===== src/rtl/uart_cmd_seq.sv =====
// uart_cmd_seq: command sequencer between uart_ctrl and a memory port.
// Parses byte packets from UART RX and runs one memory access per packet.
// It answers with a single byte through UART TX.
//   Write packet: 8'h57, ADDR_BYTES address bytes (MSB first), one data byte -> ACK_BYTE
//   Read packet : 8'h52, ADDR_BYTES address bytes (MSB first)                -> read data
//   Bad opcode or RX error -> NAK_BYTE; inter-byte silence -> abort with oTimeout.
// Ports:
//   iClock, iReset            : clock, synchronous active-high reset
//   iRxByte/iRxReady/iRxError : RX byte, byte strobe, framing-error strobe
//   oTxByte/oTxReady/iTxSent  : TX byte, one-cycle send request, stop-bit-done strobe
//   oMemAddr/oMemData         : memory address / write data
//   oMemWrEn/oMemRdEn         : access requests, held until the cycle after iMemAck
//   iMemData/iMemAck          : read data and acknowledge
//   oBusy/oTimeout/oOverrun   : not-idle flag, timeout pulse, dropped-byte pulse
module uart_cmd_seq #(
    parameter int          ADDR_WIDTH     = 16,
    parameter int          TIMEOUT_CYCLES = 32000,
    parameter int          TIMEOUT_BITS   = 16,
    parameter logic [7:0]  ACK_BYTE       = 8'h06,
    parameter logic [7:0]  NAK_BYTE       = 8'h15
) (
    input  logic                  iClock,
    input  logic                  iReset,
    input  logic [7:0]            iRxByte,
    input  logic                  iRxReady,
    input  logic                  iRxError,
    output logic [7:0]            oTxByte,
    output logic                  oTxReady,
    input  logic                  iTxSent,
    output logic [ADDR_WIDTH-1:0] oMemAddr,
    output logic [7:0]            oMemData,
    output logic                  oMemWrEn,
    output logic                  oMemRdEn,
    input  logic [7:0]            iMemData,
    input  logic                  iMemAck,
    output logic                  oBusy,
    output logic                  oTimeout,
    output logic                  oOverrun
);
    localparam int ADDR_BYTES = ADDR_WIDTH / 8;
    localparam int CW         = $clog2(ADDR_BYTES + 1);
    localparam logic [CW-1:0]           ACNT_LAST = CW'(ADDR_BYTES - 1);
    localparam logic [TIMEOUT_BITS-1:0] TMO_LAST  = TIMEOUT_BITS'(TIMEOUT_CYCLES - 1);
    localparam logic [7:0] OP_WR = 8'h57;
    localparam logic [7:0] OP_RD = 8'h52;

    typedef enum logic [2:0] {
        S_IDLE, S_ADDR, S_DATA, S_MEM_WR, S_MEM_RD, S_TX_SEND, S_TX_WAIT
    } state_t;

    state_t                  r_state,   w_state_nxt;
    logic                    r_op_wr,   w_op_wr_nxt;
    logic [CW-1:0]           r_acnt,    w_acnt_nxt;
    logic [TIMEOUT_BITS-1:0] r_tmo,     w_tmo_nxt;
    logic [ADDR_WIDTH-1:0]   r_addr,    w_addr_nxt;
    logic [7:0]              r_wdata,   w_wdata_nxt;
    logic [7:0]              r_txbyte,  w_txbyte_nxt;
    logic                    r_txready, w_txready_nxt;
    logic                    r_wren,    w_wren_nxt;
    logic                    r_rden,    w_rden_nxt;
    logic                    r_busy;
    logic                    r_timeout, w_timeout_nxt;
    logic                    r_overrun, w_overrun_nxt;
    logic [ADDR_WIDTH-1:0]   w_addr_shift;

    // New address byte enters at the LSB end; older bytes move up.
    if (ADDR_WIDTH > 8) begin : g_wide
        assign w_addr_shift = {r_addr[ADDR_WIDTH-9:0], iRxByte};
    end else begin : g_narrow
        assign w_addr_shift = iRxByte;
    end

    always_comb begin
        w_state_nxt   = r_state;
        w_op_wr_nxt   = r_op_wr;
        w_acnt_nxt    = r_acnt;
        w_tmo_nxt     = r_tmo;
        w_addr_nxt    = r_addr;
        w_wdata_nxt   = r_wdata;
        w_txbyte_nxt  = r_txbyte;
        w_txready_nxt = 1'b0;
        w_wren_nxt    = r_wren;
        w_rden_nxt    = r_rden;
        w_timeout_nxt = 1'b0;
        w_overrun_nxt = 1'b0;
        case (r_state)
            S_IDLE: begin
                if (iRxError) begin
                    w_state_nxt   = S_TX_SEND;
                    w_txbyte_nxt  = NAK_BYTE;
                    w_txready_nxt = 1'b1;
                end else if (iRxReady) begin
                    if (iRxByte == OP_WR || iRxByte == OP_RD) begin
                        w_state_nxt = S_ADDR;
                        w_op_wr_nxt = (iRxByte == OP_WR);
                        w_acnt_nxt  = '0;
                        w_tmo_nxt   = '0;
                    end else begin
                        w_state_nxt   = S_TX_SEND;
                        w_txbyte_nxt  = NAK_BYTE;
                        w_txready_nxt = 1'b1;
                    end
                end
            end
            S_ADDR, S_DATA: begin
                // Error beats a simultaneous byte; a byte beats the timeout.
                if (iRxError) begin
                    w_state_nxt   = S_TX_SEND;
                    w_txbyte_nxt  = NAK_BYTE;
                    w_txready_nxt = 1'b1;
                    w_tmo_nxt     = '0;
                end else if (iRxReady) begin
                    w_tmo_nxt = '0;
                    if (r_state == S_DATA) begin
                        w_wdata_nxt = iRxByte;
                        w_state_nxt = S_MEM_WR;
                        w_wren_nxt  = 1'b1;
                    end else begin
                        w_addr_nxt = w_addr_shift;
                        w_acnt_nxt = r_acnt + CW'(1);
                        if (r_acnt == ACNT_LAST) begin
                            if (r_op_wr) begin
                                w_state_nxt = S_DATA;
                            end else begin
                                w_state_nxt = S_MEM_RD;
                                w_rden_nxt  = 1'b1;
                            end
                        end
                    end
                end else if (r_tmo == TMO_LAST) begin
                    w_state_nxt   = S_IDLE;
                    w_timeout_nxt = 1'b1;
                    w_tmo_nxt     = '0;
                end else begin
                    w_tmo_nxt = r_tmo + TIMEOUT_BITS'(1);
                end
            end
            S_MEM_WR, S_MEM_RD: begin
                w_overrun_nxt = iRxReady | iRxError;
                if (iMemAck && (r_wren || r_rden)) begin
                    w_wren_nxt    = 1'b0;
                    w_rden_nxt    = 1'b0;
                    w_state_nxt   = S_TX_SEND;
                    w_txready_nxt = 1'b1;
                    w_txbyte_nxt  = (r_state == S_MEM_WR) ? ACK_BYTE : iMemData;
                end
            end
            S_TX_SEND: begin
                w_overrun_nxt = iRxReady | iRxError;
                w_state_nxt   = S_TX_WAIT;
            end
            S_TX_WAIT: begin
                w_overrun_nxt = iRxReady | iRxError;
                if (iTxSent) w_state_nxt = S_IDLE;
            end
            default: w_state_nxt = S_IDLE;
        endcase
    end

    always_ff @(posedge iClock) begin
        if (iReset) begin
            r_state   <= S_IDLE;
            r_op_wr   <= 1'b0;
            r_acnt    <= '0;
            r_tmo     <= '0;
            r_addr    <= '0;
            r_wdata   <= '0;
            r_txbyte  <= '0;
            r_txready <= 1'b0;
            r_wren    <= 1'b0;
            r_rden    <= 1'b0;
            r_busy    <= 1'b0;
            r_timeout <= 1'b0;
            r_overrun <= 1'b0;
        end else begin
            r_state   <= w_state_nxt;
            r_op_wr   <= w_op_wr_nxt;
            r_acnt    <= w_acnt_nxt;
            r_tmo     <= w_tmo_nxt;
            r_addr    <= w_addr_nxt;
            r_wdata   <= w_wdata_nxt;
            r_txbyte  <= w_txbyte_nxt;
            r_txready <= w_txready_nxt;
            r_wren    <= w_wren_nxt;
            r_rden    <= w_rden_nxt;
            r_busy    <= (w_state_nxt != S_IDLE);
            r_timeout <= w_timeout_nxt;
            r_overrun <= w_overrun_nxt;
        end
    end

    assign oTxByte  = r_txbyte;
    assign oTxReady = r_txready;
    assign oMemAddr = r_addr;
    assign oMemData = r_wdata;
    assign oMemWrEn = r_wren;
    assign oMemRdEn = r_rden;
    assign oBusy    = r_busy;
    assign oTimeout = r_timeout;
    assign oOverrun = r_overrun;
endmodule

===== config.mk =====
export PLATFORM = sky130hd
export DESIGN_NAME = uart_cmd_seq
export DESIGN_NICKNAME = d
export VERILOG_FILES = /design/src/rtl/uart_cmd_seq.sv
export SDC_FILE = /design/constraint.sdc
export NUM_CORES = 1
export LEC_CHECK = 0
export CAP_MARGIN = 10
export CORE_MARGIN = 4
export CORE_UTILIZATION = 54
export DETAILED_ROUTE_END_ITERATION = 8
export PLACE_DENSITY = 0.92
export SLEW_MARGIN = 5
export SYNTH_ARGS = -nofsm -noshare
export SYNTH_HDL_FRONTEND = slang
export SYNTH_SLANG_ARGS = --single-unit

===== constraint.sdc =====
create_clock -name iClock -period 6.4 [get_ports iClock]
set_clock_uncertainty 0.15 [all_clocks]
set_input_delay 0.96 -clock iClock [delete_from_list [all_inputs] [get_ports iClock]]
set_output_delay 0.96 -clock iClock [all_outputs]
set_load 0.03 [all_outputs]

Word-level counts from Yosys, hierarchy flattened

Cells that the tools add are included.

Add/subtract/negate cells: 2
Multipliers: 0
Divide/modulo/power cells: 0
$lt $le $gt $ge: 0
Equal/unequal tests: 23
Shift-type cells: 0
Muxes and demuxes: 51
Bitwise operators: 5
Reductions and logical operators: 21

Operators with widths:

| cell                    | count |
|---|---|
| $mux W16                | 6 |
| $mux W8                 | 6 |
| $mux W3                 | 11 |
| $pmux W16 S2            | 1 |
| $pmux W8 S3             | 1 |
| $ne A2 B2 Y1 const B    | 11 |
| $add A16 B1 Y16 const B | 1 |
| $eq A16 B15 Y1 const B  | 1 |
| $eq A8 B7 Y1 const B    | 2 |
| $reduce_and A4 Y1       | 4 |
| $mux W1                 | 15 |
| $pmux W3 S5             | 1 |
| $reduce_and A7 Y1       | 2 |
| $mux W2                 | 6 |
| $reduce_and A5 Y1       | 2 |
| $eq A3 B3 Y1 const B    | 3 |
| $reduce_or A4 Y1        | 2 |
| $eq A3 B2 Y1 const B    | 2 |
| $ne A3 B3 Y1 const B    | 2 |
| $reduce_bool A3 Y1      | 2 |
| $reduce_or A2 Y1        | 3 |
| $not A1 Y1              | 4 |
| $pmux W1 S2             | 2 |
| $pmux W2 S2             | 1 |
| other kinds (9)         | 11 |

Register bits after elaboration: 60
Latch bits: 0
RAM bits: 0
ROM bits: 0
Bits of input ports: 22
Memories kept: 0

Logic depth before layout (Yosys ltp)

Gate-level depths: netlist (run 1).

Word-level depth: 7
Gate-level depth with buffers: 8

Worst setup path after synthesis (run 1)

OpenSTA, ideal clock, no wires.

Path type: input to register
Start point: input iRxByte[7]
End point: register r_acnt[0]
Library setup time: 128 ps
Arrival time: 2211 ps
Required time: 6122 ps
Setup slack: 3911 ps
Stages on the path: 5
Path through: and4bb_2 -> nand3_1 -> a2111oi_0 -> mux2_2 -> nor2_1

Word-level cells in the longest chain between the ends: 4
Elaborated cells on any way between the ends: 5
Those cells by class: eq/ne: 3; reduce/logical: 2

Ends and longest elaborated chain:

| what                            | RTL line | RTL |
|---|---|---|
| from (decl)                     | 24       | `input logic [7:0] iRxByte,` |
| $eq A8 B7 Y1                    | 93       | `if (iRxByte == OP_WR \|\| iRxByte == OP_RD) begin` |
| $logic_or A1 B1 Y1 (*)          | 93       |  |
| $ne A2 B2 Y1 (no line) (*)      | n/a      |  |
| $reduce_and A7 Y1 (no line) (*) | n/a      |  |
| to (signal assigned)            | 178      | `r_acnt <= w_acnt_nxt;` |
| to (decl)                       | 53       | `logic [CW-1:0] r_acnt, w_acnt_nxt;` |

Mark *: on every way between the ends. The rest lies on a longest branch, timed or not.
A chain may end at the register's enable or synchronous reset.

Worst setup path after layout (run 1)

Start point: input iRxReady
End point: register r_busy, in the netlist oBusy

Word-level cells in the longest chain between the ends: 4
Elaborated cells on any way between the ends: 6
Those cells by class: mux: 5; reduce/logical: 1

Ends and longest elaborated chain:

| what                              | RTL line | RTL |
|---|---|---|
| from (decl)                       | 25       | `input logic iRxReady,` |
| $mux W3, on equally long branches | 112, 92  |  |
| $mux W3, on equally long branches | 107, 88  |  |
| $pmux W3 S5 (*)                   | 86       | `case (r_state)` |
| $reduce_bool A3 Y1 (*)            | 186      | `r_busy <= (w_state_nxt != S_IDLE);` |
| to (signal assigned)              | 186      |  |
| to (decl)                         | 61       | `logic r_busy;` |

Marks and branches as above.

==> impl_metrics.json, run 1 <==
{
  "outcome": "completed",
  "slew_viol_final": 0,
  "drtAntennaViolNets": 0,
  "grt_pass1_wl_um": 12100,
  "crit_path_top_delay_cell": "nor3b_1",
  "timing.setup.tns_ns": 0,
  "nNetsFinal": 422,
  "antenna_found_initial": 0,
  "powerDensity_mw_per_mm2": 250.4,
  "peakVddDrop_mv": 0.1930,
  "p_leak_nw": 1.186,
  "critical_path_arrival_ns": 3.72,
  "grt_max_degree": 45,
  "vias": 2712,
  "start_util_pct": 56.95,
  "setup-violations-final": 0,
  "hold_class": "reg -> reg",
  "ys_async_sr_fraction_pct": 0,
  "route.met2.wl_um": 3437,
  "synth_area_mm2": 0.002761,
  "top_layer": "met4",
  "ys_seq_area_share_pct": 43.50,
  "cts_tree": "yes",
  "place_hpwl_um": 5055,
  "ys_types": 48,
  "syn-mean-instance-area_um2": 7.935,
  "ys_seq_elements": 60,
  "rsz0062_at_grt": "no",
  "wl_um": 7227,
  "required_ns": 6.54,
  "reg2reg_slack_ns": 3.40,
  "holdPathEnd": "oTxByte[2]$_SDFFE_PP0P_",
  "drc": 0,
  "root_buffer": "clkbuf_8",
  "slew_headroom_pct": 25.36,
  "mostFrequentLayoutCells": "65 x nand2_1, 60 x dfxtp_1, 59 x clkdlybuf4s50_1",
  "synth_cells": 348,
  "synth-edff-count": 0,
  "clock_path_buffers": 2,
  "ctsHoldBuffers": 0,
  "io_pins": 60,
  "cts_sinks": 60,
  "htree_num_levels": 3,
  "drt_iter0_markers": 401,
  "worst_setup_path_start_kind": "input port",
  "rows": 25,
  "area_growth_pct": 28.68,
  "grt-ovfl-total": 0,
  "wl_per_cell_um": 15.38,
  "met3_length_um": 523,
  "min_path_cells": 2,
  "cts_buffers": 9,
  "cap_violations": 0,
  "yosysWarnings": 0,
  "cts_resized": 0,
  "die_area_mm2": 0.006322,
  "path_class": "in -> reg",
  "yosys_most_used_dff": "dfxtp_1",
  "reg2regPathDepth": 5,
  "hp-start": "oTxByte[2]$_SDFFE_PP0P_",
  "coreArea_mm2": 0.004848,
  "end_kind": "flip-flop",
  "r2r-end": "oBusy$_SDFF_PP0_",
  "power_mw": 0.8898,
  "grt_usage_pct": 24.63,
  "drive_above_1_share_pct": 7.692,
  "first_global_vias": 2520,
  "diodes": 0,
  "hold_violations": 0,
  "cts_setup_buffers": 0,
  "final_common_cell": "nand2_1",
  "period_share_pct": 56.05,
  "clkLatencyLatePin_ns": 0.35,
  "dr.pass1.iters": 5,
  "critPathMaxFanout": 18,
  "slowest_delay_ns": 0.92,
  "period_needed_ns": 3.587,
  "die-width_um": 79.51,
  "worstPathCellList": "clkdlybuf4s50_1, nor3b_1, nand2_1, o22ai_1, o21ai_0, nand4b_1",
  "wl_met1_um": 3006,
  "clk_pin_slew_ns": 0.07,
  "tightest_slew_ns": 1.117,
  "r2r-start": "r_state[2]$_SDFF_PP0_",
  "gp_congestion": 0.9586,
  "viasPerCell": 5.770,
  "die_y_um": 79.51,
  "syn-num-nets": 372,
  "numPortBuffers": 59,
  "fmax_ghz": 0.2788
}
[cell usage after synthesis, types with 4 or more instances]
library cell	number	area [um^2]
a211oi_1	5	37.54
nor2b_1	4	25.02
buf_2	5	25.02
nor2_1	30	112.6
or2_2	5	31.28
o21ai_0	7	35.03
a21oi_1	39	195.2
nor3_1	7	35.03
inv_1	8	30.03
nand2_1	65	244.0
nand3_1	20	100.1
nand3b_1	4	30.03
clkbuf_1	14	52.55
dfxtp_1	60	1201
nand4_1	13	81.33
xor2_1	14	122.6
nor4_1	5	31.28
[critical path, delay by kind of cell]
kind	cells	cell delay, ns
and+or+nand+nor	3	1.72
buffers and inverters	1	0.56
AOI/OAI and AO/OA	2	0.48
[sequential cells by signal (all words and copies together), names as in the netlist]
name / cells
r_op_wr: 1
oMemWrEn: 1
r_state: 3
oBusy: 1
r_acnt: 2
oOverrun: 1
oTimeout: 1
oMemData: 8
oMemRdEn: 1
oTxByte: 8
r_tmo: 16
oTxReady: 1
oMemAddr: 16
[where the power goes]
part / internal, mW / switching (mW)
registers: 0.386 / 0.0177
clock network: 0.200 / 0.146
logic: 0.0550 / 0.0850
[metrics by stage]
stage          std cells  instance area, um^2  hold slack, ns  worst slack (ns)  utilization (%)
2_1_floorplan        348                 2761          0.3030             3.911                -
6_report             470                 3553          0.2983             2.813            73.29
5_1_grt              470                 3553          0.3275             2.544            73.29
4_1_cts              470                 3553          0.3037             2.854            73.29
3_3_place_gp         454                 3351          0.2886             2.677            69.11
3_5_place_dp         454                 3351          0.2950             2.489            69.11
[per-layer routing]
| metal | GRT usage, % | vias up |
|---|---|---|
| li1 | - | 1308 |
| met1 | 30.87 | 1242 |
| met2 | 38.23 | 135 |
| met3 | 4.740 | 27 |
| met4 | 16.32 | 0 |
| met5 | 0 | - |
[logic make-up after synthesis]
group                    after synthesis  share of synthesized area [%]
XOR/XNOR                              17                          5.392
AO/OA/AOI/OAI                         69                          15.09
adder cells (fa/ha/maj)                2                         0.9061
AND/OR/NAND/NOR                      167                          29.27
buffers and inverters                 30                          4.712
multiplexers                           3                          1.133
flip-flops                            60                          43.50
[worst max path at each step]
stage	from	to	slack, ns
finish	iRxReady	oBusy$_SDFF_PP0_	2.81
global route	iRxError	oBusy$_SDFF_PP0_	2.54
CTS	iRxReady	oBusy$_SDFF_PP0_	2.85
detailed placement	iRxReady	oBusy$_SDFF_PP0_	2.49
global placement	iRxReady	oBusy$_SDFF_PP0_	2.68
floorplan	iRxByte[7]	r_acnt[0]$_SDFFE_PP0P_	3.91
[final cells by class]
type / count / area [um^2]
clock buffer: 12 / 155.1
timing repair buffer: 61 / 605.6
multi-input combinational: 258 / 1430
fill: 367 / 1295
clock inverter: 4 / 47.55
sequential: 60 / 1201
inverter: 8 / 30.03
tap: 67 / 83.83
(Power assumes the default switching activity.)
==> run 2, diff against run 1 <==
--- a/config.mk
+++ b/config.mk
@@ -7,9 +7,9 @@
 export LEC_CHECK = 0
 export CAP_MARGIN = 10
 export CORE_MARGIN = 4
-export CORE_UTILIZATION = 54
+export CORE_UTILIZATION = 50
 export DETAILED_ROUTE_END_ITERATION = 8
-export PLACE_DENSITY = 0.92
+export PLACE_DENSITY = 0.87
 export SLEW_MARGIN = 5
 export SYNTH_ARGS = -nofsm -noshare
 export SYNTH_HDL_FRONTEND = slang
==> constraint.sdc (replaced) <==
create_clock -name iClock -period 3.6 [get_ports iClock]
set_clock_uncertainty 0.15 [all_clocks]
set_input_delay 0.54 -clock iClock [delete_from_list [all_inputs] [get_ports iClock]]
set_output_delay 0.54 -clock iClock [all_outputs]
set_load 0.03 [all_outputs]
==> run 2 against run 1 <==
  * Final cell count rose by 0.85%
  * Via count fell by 2.8%
  * Global-route usage fell by 3.7 points
  * Combinational power rose by 79%
  * Sequential power rose by 77%
  * Clock-buffer cell count did not move
  * Register-to-register slack got worse by 2.4 ns
  * Worst hold slack improved by 0.0012 ns
  * Die area rose by 7.2%
  * Critical path depth did not move
==> impl_metrics.json, run 2 (synthesized netlist as in run 1, its figures left out) <==
{
  "outcome": "completed",
  "p_clk_share_pct": 39.2,
  "htree_num_levels": 3,
  "drt_iter0_markers": 207,
  "reg2reg_slack_ns": 1.03,
  "cts_buffers": 9,
  "critical_path_arrival_ns": 2.66,
  "p_leak_nw": 1.194,
  "drive_above_1_share_pct": 8.168,
  "root_buffer": "clkbuf_8",
  "reg2regPathDepth": 6,
  "crit_path_top_delay_cell": "dfxtp_1",
  "powerDensity_mw_per_mm2": 444.3,
  "critPathMaxFanout": 21,
  "switching_power_mw": 0.4306,
  "wl_um": 6727,
  "holdWs_ns": 0.2995,
  "period_needed_ns": 2.568,
  "viasPerCell": 5.561,
  "final_common_cell": "nand2_1",
  "rsz0062_at_grt": "no",
  "swShare_pct": 27.08,
  "fmax_ghz": 0.3895,
  "rows": 26,
  "hp-start": "oTxByte[2]$_SDFFE_PP0P_",
  "postLayoutCoreUtil_pct": 68.35,
  "clock_path_buffers": 2,
  "slowest_delay_ns": 0.77,
  "cts_resized": 0,
  "die_area_mm2": 0.006776,
  "path_class": "reg -> reg",
  "gp_congestion": 0.9198,
  "cts_tree": "yes",
  "grt_usage_pct": 20.96,
  "fillers": 418,
  "grt_max_degree": 25,
  "dr.pass1.iters": 5,
  "mostFrequentLayoutCells": "65 x nand2_1, 60 x dfxtp_1, 59 x clkdlybuf4s50_1",
  "setup-violations-final": 0,
  "tightest_slew_ns": 0.8696,
  "hold_violations": 0,
  "drc": 0,
  "cap_violations": 0,
  "cts_setup_buffers": 0,
  "path_buf_inv": 1,
  "critPathTopFamily": "simple AND/OR/NAND/NOR gates",
  "intPower_mw": 1.160,
  "ctsHoldBuffers": 0,
  "diodes": 0,
  "comb_power_share_pct": 15.7,
  "placed_cell_area_mm2": 0.003369,
  "seq_power_share_pct": 45.0,
  "postLayoutCellArea_mm2": 0.003580,
  "antenna_found_initial": 0,
  "die-width_um": 82.32,
  "r2r-end": "oTxByte[0]$_SDFFE_PP0P_",
  "nNetsFinal": 424,
  "numPortBuffers": 59,
  "holdPathEnd": "oTxByte[2]$_SDFFE_PP0P_",
  "min_path_cells": 2,
  "place_hpwl_um": 4751,
  "first_global_vias": 2420,
  "clkLatencyLatePin_ns": 0.33,
  "drtAntennaViolNets": 0,
  "timing.setup.tns_ns": 0,
  "r2r-start": "r_state[2]$_SDFF_PP0_",
  "hold_class": "reg -> reg",
  "coreArea_mm2": 0.005238,
  "period_share_pct": 71.32,
  "area_growth_pct": 29.63,
  "die_y_um": 82.32,
  "slew_headroom_pct": 41.85,
  "io_pins": 60,
  "slew_viol_final": 0,
  "cts_sinks": 60,
  "grt_pass1_wl_um": 10920,
  "grt-ovfl-total": 0,
  "wl_per_cell_um": 14.19,
  "required_ns": 3.70,
  "worstPathCellList": "or3b_2, a21oi_1, a31oi_1, buf_4, or2_2, a21oi_1",
  "end_kind": "flip-flop",
  "start_util_pct": 52.72,
  "clk_pin_slew_ns": 0.06,
  "vias": 2636,
  "crit_top_cell": "a21oi_1",
  "peakVddDrop_mv": 0.3147,
  "worst_setup_path_start_kind": "flip-flop"
}
[run 2: worst max-delay path by stage]
stage | from | endpoint | slack (ns) | cells after the start
3_5_place_dp | iRxByte[4] | r_acnt[1]$_SDFFE_PP0P_ | 0.84 | 6
2_1_floorplan | iRxByte[7] | r_acnt[0]$_SDFFE_PP0P_ | 1.53 | 5
6_report | r_state[2]$_SDFF_PP0_ | oTxByte[0]$_SDFFE_PP0P_ | 1.03 | 6
3_3_place_gp | iRxByte[7] | r_acnt[0]$_SDFFE_PP0P_ | 0.90 | 6
5_1_grt | r_state[2]$_SDFF_PP0_ | oTxByte[0]$_SDFFE_PP0P_ | 0.84 | 6
4_1_cts | r_state[2]$_SDFF_PP0_ | oTxByte[0]$_SDFFE_PP0P_ | 1.04 | 6
[run 2: final cells by class]
type                       count  area (um^2)  area share, %
clock buffer                  12        165.2          4.614
clock inverter                 3        45.04          1.258
inverter                       8        30.03         0.8389
multi-input combinational    258         1430          39.95
sequential                    60         1201          33.55
tap                           70        87.58          2.447
timing repair buffer          63        620.6          17.34
[run 2: worst reg2reg max path: cells and delay by family (launching register included)]
| family | cells | cell delay, ns |
|---|---|---|
| simple gates | 2 | 0.90 |
| flops | 1 | 0.77 |
| compound gates | 3 | 0.49 |
| buf+inv | 1 | 0.18 |
[run 2: through the flow]
stage          total power [mW]  std cells  setup slack, ns
2_1_floorplan            0.8962        348            1.531
3_3_place_gp             0.9745        459           0.8973
3_5_place_dp             0.9788        459           0.8404
4_1_cts                   1.601        474            1.044
5_1_grt                   1.658        474           0.8411
6_report                  1.590        474            1.032
[run 2: power by group through the flow]
stage	Combinational [mW]	Sequential [mW]	Clock, mW
after floorplan	0.155	0.741	0
after global placement	0.245	0.729	0
after detailed placement	0.249	0.730	0
after CTS	0.250	0.715	0.636
after global routing	0.272	0.719	0.667
final	0.250	0.716	0.624
[run 2: metal layers]
layer | vias up | wire, um | track usage, %
met4 | 0 | 111 | 8.472
met5 | - | 0 | 0
met1 | 1230 | 2837 | 25.37
met3 | 10 | 450 | 5.857
li1 | 1309 | - | -
met2 | 87 | 3327 | 34.94
